File: src/rtl/einstein_irq_pkg.sv
// einstein_irq_pkg: trigger modes, default vectors and FSM states shared by the interrupt controller
package einstein_irq_pkg;
    localparam logic [1:0] TRIG_LEVEL = 2'd0;
    localparam logic [1:0] TRIG_RISE  = 2'd1;
    localparam logic [1:0] TRIG_FALL  = 2'd2;
    localparam logic [1:0] TRIG_BOTH  = 2'd3;
    localparam logic [7:0] VEC_KB    = 8'h0E;
    localparam logic [7:0] VEC_FIRE  = 8'h0C;
    localparam logic [7:0] VEC_ADC   = 8'h0A;
    localparam logic [7:0] VEC_SPARE = 8'h08;
    typedef enum logic {ST_IDLE, ST_ACK} irq_state_e;
endpackage

File: src/rtl/irq_trigger.sv
// irq_trigger: per-source sync flop, edge detect, mask flop and pending flop
module irq_trigger
    import einstein_irq_pkg::*;
#(
    parameter logic [1:0] MODE = TRIG_RISE
) (
    input  logic i_clk,
    input  logic i_rst,
    input  logic i_src,
    input  logic i_mask_wr,
    input  logic i_mask_din,
    input  logic i_clr,
    input  logic i_ack,
    output logic o_pend
);
    logic r_src, r_mask, r_pend, w_edge, w_mask_nxt;

    // new mask takes effect in the same cycle it is written; edge selected by mode
    always_comb begin
        w_mask_nxt = i_mask_wr ? i_mask_din : r_mask;
        w_edge     = MODE == TRIG_RISE ? i_src & ~r_src :
                     MODE == TRIG_FALL ? ~i_src & r_src : i_src ^ r_src;
    end

    // masked edges are dropped; a fresh edge beats any clear in the same cycle
    always_ff @(posedge i_clk) begin
        if (i_rst) begin
            r_src  <= 1'b0;
            r_mask <= 1'b1;
            r_pend <= 1'b0;
        end else begin
            r_src  <= i_src;
            r_mask <= w_mask_nxt;
            r_pend <= MODE == TRIG_LEVEL ? i_src & ~w_mask_nxt :
                      ~w_mask_nxt & (w_edge | (r_pend & ~i_clr & ~i_ack));
        end
    end

    assign o_pend = r_pend;
endmodule

File: src/rtl/einstein_irq_ctrl.sv
// einstein_irq_ctrl: Mode-2 interrupt controller with CTC daisy-chain slot; EINSTEIN_IRQ_STATUS_EN adds a status port
module einstein_irq_ctrl
    import einstein_irq_pkg::*;
#(
    parameter int                       NUM_SRC   = 4,
    parameter logic [2*NUM_SRC-1:0]     TRIG      = {NUM_SRC{TRIG_RISE}},
    parameter logic [8*NUM_SRC-1:0]     VEC_TABLE = {VEC_SPARE, VEC_ADC, VEC_FIRE, VEC_KB},
    parameter int                       EXT_PRIO  = 1
) (
    input  logic               clk_sys,
    input  logic               reset,
    input  logic [NUM_SRC-1:0] src_in,
    input  logic [NUM_SRC-1:0] mask_wr,
    input  logic               mask_din,
    input  logic [NUM_SRC-1:0] clr,
    input  logic               m1_n,
    input  logic               iorq_n,
    input  logic               reti,
    input  logic               ext_int_n,
    input  logic [7:0]         ext_vec,
    output logic               ext_iei,
    output logic               int_n,
    output logic [7:0]         vec,
    output logic               vec_oe
`ifdef EINSTEIN_IRQ_STATUS_EN
    ,
    input  logic               stat_rd,
    output logic [7:0]         stat_dout
`endif
);
    localparam int IW = NUM_SRC > 1 ? $clog2(NUM_SRC) : 1;

    irq_state_e         r_state, w_state_nxt;
    logic               r_inta, w_inta, w_inta_rise;
    logic [NUM_SRC-1:0] w_pend, r_isr, w_clr, w_ack, w_reti_clr, w_above;
    logic               w_hp_valid, w_hs_valid, w_ext_win, w_int_req, w_ext_iei;
    logic [IW-1:0]      w_hp_idx, w_hs_idx;
    logic [7:0]         w_hp_vec, w_vec_nxt, r_vec;
    logic               r_int_n;

    assign w_inta      = ~m1_n & ~iorq_n;
    assign w_inta_rise = w_inta & ~r_inta;

`ifdef EINSTEIN_IRQ_STATUS_EN
    logic [7:0] r_stat;
    logic [3:0] w_isr4, w_pend4;
    assign w_clr     = clr | {NUM_SRC{stat_rd}};
    assign stat_dout = r_stat;

    // status view is truncated or zero-extended to four sources
    always_comb begin
        w_isr4  = '0;
        w_pend4 = '0;
        for (int i = 0; i < NUM_SRC && i < 4; i++) begin
            w_isr4[i]  = r_isr[i];
            w_pend4[i] = w_pend[i];
        end
    end

    // status snapshot taken on the read strobe
    always_ff @(posedge clk_sys) begin
        if (reset) r_stat <= 8'h00;
        else if (stat_rd) r_stat <= {w_isr4, w_pend4};
    end
`else
    assign w_clr = clr;
`endif

    for (genvar g = 0; g < NUM_SRC; g++) begin : g_trig
        irq_trigger #(.MODE(TRIG[2*g +: 2])) u_trig (
            .i_clk      (clk_sys),
            .i_rst      (reset),
            .i_src      (src_in[g]),
            .i_mask_wr  (mask_wr[g]),
            .i_mask_din (mask_din),
            .i_clr      (w_clr[g]),
            .i_ack      (w_ack[g]),
            .o_pend     (w_pend[g])
        );
    end

    // highest-priority pending and in-service sources; index 0 wins
    always_comb begin
        w_hp_valid = 1'b0;
        w_hp_idx   = '0;
        w_hp_vec   = 8'hFF;
        w_hs_valid = 1'b0;
        w_hs_idx   = '0;
        w_above    = '0;
        for (int i = NUM_SRC - 1; i >= 0; i--) begin
            if (w_pend[i]) begin
                w_hp_valid = 1'b1;
                w_hp_idx   = IW'(i);
                w_hp_vec   = VEC_TABLE[8*i +: 8];
            end
            if (r_isr[i]) begin
                w_hs_valid = 1'b1;
                w_hs_idx   = IW'(i);
            end
            w_above[i] = i < EXT_PRIO;
        end
    end

    // request, daisy-chain gating, external arbitration and RETI clear
    always_comb begin
        w_int_req  = w_hp_valid & (~w_hs_valid | (w_hp_idx < w_hs_idx));
        w_ext_iei  = ~|((w_pend | r_isr) & w_above);
        w_ext_win  = ~ext_int_n & (~w_hp_valid | (int'(w_hp_idx) >= EXT_PRIO));
        w_reti_clr = '0;
        if (reti && r_state != ST_ACK && w_hs_valid) w_reti_clr[w_hs_idx] = 1'b1;
    end

    // acknowledge FSM: latch the winner on the INTA edge, hold the vector until INTA drops
    always_comb begin
        w_state_nxt = r_state;
        w_vec_nxt   = r_vec;
        w_ack       = '0;
        vec_oe      = 1'b0;
        if (r_state == ST_IDLE) begin
            if (w_inta_rise) begin
                w_state_nxt = ST_ACK;
                w_vec_nxt   = w_ext_win ? ext_vec : w_hp_vec;
                if (!w_ext_win && w_hp_valid) w_ack[w_hp_idx] = 1'b1;
            end
        end else begin
            vec_oe = w_inta;
            if (!w_inta) begin
                w_state_nxt = ST_IDLE;
                w_vec_nxt   = 8'hFF;
            end
        end
    end

    // FSM state, vector latch and INTA edge history
    always_ff @(posedge clk_sys) begin
        if (reset) begin
            r_state <= ST_IDLE;
            r_vec   <= 8'hFF;
            r_inta  <= 1'b0;
        end else begin
            r_state <= w_state_nxt;
            r_vec   <= w_vec_nxt;
            r_inta  <= w_inta;
        end
    end

    // in-service tracking and registered CPU request
    always_ff @(posedge clk_sys) begin
        if (reset) begin
            r_isr   <= '0;
            r_int_n <= 1'b1;
        end else begin
            r_isr   <= (r_isr | w_ack) & ~w_reti_clr;
            r_int_n <= ~(w_int_req | (~ext_int_n & w_ext_iei));
        end
    end

    assign int_n   = r_int_n;
    assign vec     = r_vec;
    assign ext_iei = w_ext_iei;
endmodule

File: config.mk
export PLATFORM = sky130hd
export DESIGN_NAME = einstein_irq_ctrl
export DESIGN_NICKNAME = d
export VERILOG_FILES = /design/src/rtl/einstein_irq_pkg.sv /design/src/rtl/irq_trigger.sv /design/src/rtl/einstein_irq_ctrl.sv
export SDC_FILE = /design/constraint.sdc
export NUM_CORES = 1
export LEC_CHECK = 0
export BUFFER_PORTS_ARGS = -buffer_cell sky130_fd_sc_hd__buf_2
export CAP_MARGIN = 20
export CELL_PAD_IN_SITES_DETAIL_PLACEMENT = 0
export CELL_PAD_IN_SITES_GLOBAL_PLACEMENT = 1
export CORE_MARGIN = 10
export CORE_UTILIZATION = 34
export CTS_BUF_LIST = sky130_fd_sc_hd__clkbuf_2 sky130_fd_sc_hd__clkbuf_4 sky130_fd_sc_hd__clkbuf_8
export CTS_CLUSTER_DIAMETER = 80
export DETAILED_ROUTE_END_ITERATION = 10
export PLACE_DENSITY_LB_ADDON = 0.12
export SLEW_MARGIN = 20
export SYNTH_ARGS = -nofsm -noshare
export SYNTH_HDL_FRONTEND = slang
export SYNTH_SLANG_ARGS = --single-unit
File: constraint.sdc
create_clock -name clk_sys -period 1.5 [get_ports clk_sys]
set_input_delay 0.075 -clock clk_sys [delete_from_list [all_inputs] [get_ports clk_sys]]
set_output_delay 0.075 -clock clk_sys [all_outputs]
set_load 0.02 [all_outputs]
==> out/metrics.yaml <==
run_status:
  status: "finished, violations left"
  violations: "setup timing"
routing:
  ant_nets: 0
  drt-met1-wl_um: 1447
  highest_layer: "met4"
  drt_iter0_markers: 65
  met2_length_um: 1482
  vias: 1149
  drt-total-wl_um: 3079
  wire_per_inst_um: 12.72
  vias_per_cell: 4.748
  wl_met3_um: 129
  dr.pass1.iters: 4
  post-route-drc-count: 0
place:
  place_inst: 224
  gp_routability_congestion: 0.8417
  port_buffers: 37
  dp_hpwl_um: 2437
clock_network:
  cts.htree.levels: 1
  cts_made_buffers: 3
  clockBufferDepth: 2
  cts.clk_slew.worst_paths_ns: 0.15
  clk_latency_ns: 0.32
  cts_setup_buffers: 0
  root_buffer: "clkbuf_4"
  cts_tree: "done"
  cts_sinks: 27
synth:
  synth_seq_cells: 27
  yosys-top-cells-area: "dfxtp_1 (47%), a21oi_1 (8.7%), nor2b_1 (6.0%)"
  synth_area_um2: 1151
  synth_flop_cell: "dfxtp_1"
  yosysWarnings: 0
  post-synth-top-count-cell: "dfxtp_1"
  synth_top_cell_by_area: "dfxtp_1"
  async_reset_ff_share_pct: 0
  synth.top_cell.area_share_pct: 46.96
  synth_seq_area_share_pct: 46.96
  synth_nets: 157
  ys_types: 31
  synth_cells: 129
  synth_area_per_cell_um2: 8.923
  synth_edf_count: 0
  synth_commonest_cells: "dfxtp_1 (27), a21oi_1 (20), nor2_1 (12)"
critical_path:
  worstPathMaxFanout: 3
  worstSetupPathType: "reg2reg"
  worst_setup_path_start_kind: "register"
  cp_slowest_stage_delay_ns: 0.51
  crit_chain: "or4_4 > or3_4 > a221oi_2"
  worst-r2r-cell-count: 3
  cp-end-kind: "register"
  timing.rr.start: "r_inta"
  arrival_ns: 1.83
  reg2reg_to: "r_isr[3]"
  slowest_stage: "or4_4"
  cp.required_ns: 1.75
  r2r_slack_ns: -0.07
power_and_ir_drop:
  peakVddDrop_mv: 0.3354
  clockPowerShare_pct: 23.1
  switching_share_pct: 27.03
  combPwrFrac_pct: 21.3
  p_seq_share_pct: 55.6
  power.density_nw_per_um2: 796.9
  power_leakage_nw: 0.7205
  power.switching_mw: 0.3747
  intPower_mw: 1.011
  total_power_mw: 1.386
cells_and_area:
  antenna_cells: 0
  final_cells: 242
  final_util_pct: 52.53
  num-nets-final: 225
  drive_above_1_share_pct: 39.80
  area_delta_synth_final_pct: 51.09
sta:
  period_minus_slack_ns: 1.571
  hold_viol: 0
  finalSetupViolations: 3
  whs_ns: 0.01367
  fin_ws_ns: -0.07142
  maxClockFrequency_mhz: 636.4
  rsz0062_at_grt: "true"
  fin_crit_sh_pct: 104.8
  slew_viol_final: 0
  relSlewSlack_pct: 76.59
  worst_slew_pin_slew_ns: 0.3475
  skew_ns: 0.001649
floorplan:
  fp.dieH_um: 78.19
  die_w_um: 78.19
  core_area_um2: 3311
  rows: 21
  start_util_pct: 34.77
  pin_count: 38
  dieArea_um2: 6113
min_path:
  hold_class: "in2reg"
  min_from: "iorq_n"
  hold_path_depth: 3
  whs_endpoint: "r_inta"
global_route:
  grt_max_degree: 22
  grt_pass1_vias: 1240
  gr-total-overflow: 0
  grt_pass1_wl_um: 5313
  antenna_found_initial: 0
  track_usage_pct: 10.30
run:
  maxCapViolations: 0
-- cell usage in the layout (no fill, tap or decap), drive strengths merged, types with 2 or more instances in the layout --
cell type    netlist  routed
a211o              4       4
a211oi             2       2
a21oi             20      20
a221oi             2       2
buf                1      55
clkbuf             5       3
dfxtp             27      27
dlygate4sd3        0      14
inv                3       3
nand2              2       2
nand2b             8       8
nand3b             2       2
nor2              12      12
nor2b             11      11
nor3              11      11
o21ai              2       2
o21bai             2       2
or3b               2       2
-- registers in the layout (all words and copies together), names as in the netlist --
signal and count:
vec 8, g_trig.u_trig.o_pend 4, g_trig.u_trig.r_mask 4, g_trig.u_trig.r_src 4, r_isr 4, int_n 1, r_inta 1, r_state 1
-- cell type report --
class,instances,area (um^2)
tap,46,57.56
fill,339,1572
inverter,3,11.26
clock buffer,3,22.52
clock inverter,1,7.507
sequential,27,545.5
multi-input combinational,93,626.9
timing repair buffer,69,467.9
-- what timing repair did --
item | in CTS | in global routing
endpoints found under the hold margin | 14 | 0
endpoints found under the setup margin | 13 | 16
pin swaps | 3 | 0
resized for setup | 4 | 11
hold buffers | 14 | 0
-- metal layers --
metal  up-vias  GRT usage (%)
li1        596              -
met1       531          11.98
met3         2          2.733
met2        20          17.68
met5         -              0
met4         0          3.763
-- worst max-delay path by stage --
| stage | start | endpoint | slack [ns] | cells after the start |
|---|---|---|---|---|
| 3_3_place_gp | g_trig[3].u_trig.o_pend | int_n | -0.07 | 6 |
| 5_1_grt | g_trig[2].u_trig.o_pend | r_isr[3] | -0.13 | 3 |
| 2_1_floorplan | r_inta | r_isr[3] | -0.06 | 4 |
| 3_5_place_dp | r_inta | r_isr[2] | -0.07 | 5 |
| 4_1_cts | g_trig[2].u_trig.o_pend | r_isr[3] | -0.06 | 3 |
| 6_report | r_inta | r_isr[3] | -0.07 | 3 |
-- through the flow --
stage / worst slack [ns] / instance area, um^2 / TNS [ns]
4_1_cts: -0.06159 / 1690 / -0.1669
5_1_grt: -0.1289 / 1739 / -0.6528
6_report: -0.07142 / 1739 / -0.1424
3_5_place_dp: -0.06525 / 1510 / -0.3001
3_3_place_gp: -0.07242 / 1510 / -0.1558
2_1_floorplan: -0.06366 / 1157 / -0.07582
-- logic make-up after synthesis --
kind of cell,share of synthesized area [%]
AOI/OAI and AO/OA,21.09
adders and majority gates,1.087
buffers and inverters,3.043
DFF,46.96
muxes,0.8696
and+or+nand+nor,26.96
-- power groups by stage --
stage / clock (mW) / sequential [mW] / combinational [mW]
floorplan: 0 / 0.803 / 0.117
global placement: 0 / 0.783 / 0.249
detailed placement: 0 / 0.785 / 0.251
CTS: 0.341 / 0.770 / 0.283
global route: 0.374 / 0.776 / 0.326
finish: 0.320 / 0.771 / 0.295
-- worst max-delay path: cells and delay by family, from the launching register on --
| kind | cells | cell delay (ns) |
|---|---|---|
| AND/OR/NAND/NOR | 2 | 0.92 |
| AO/OA/AOI/OAI | 1 | 0.23 |
| flip-flops | 1 | 0.35 |
Power figures use the tool's default switching activity.
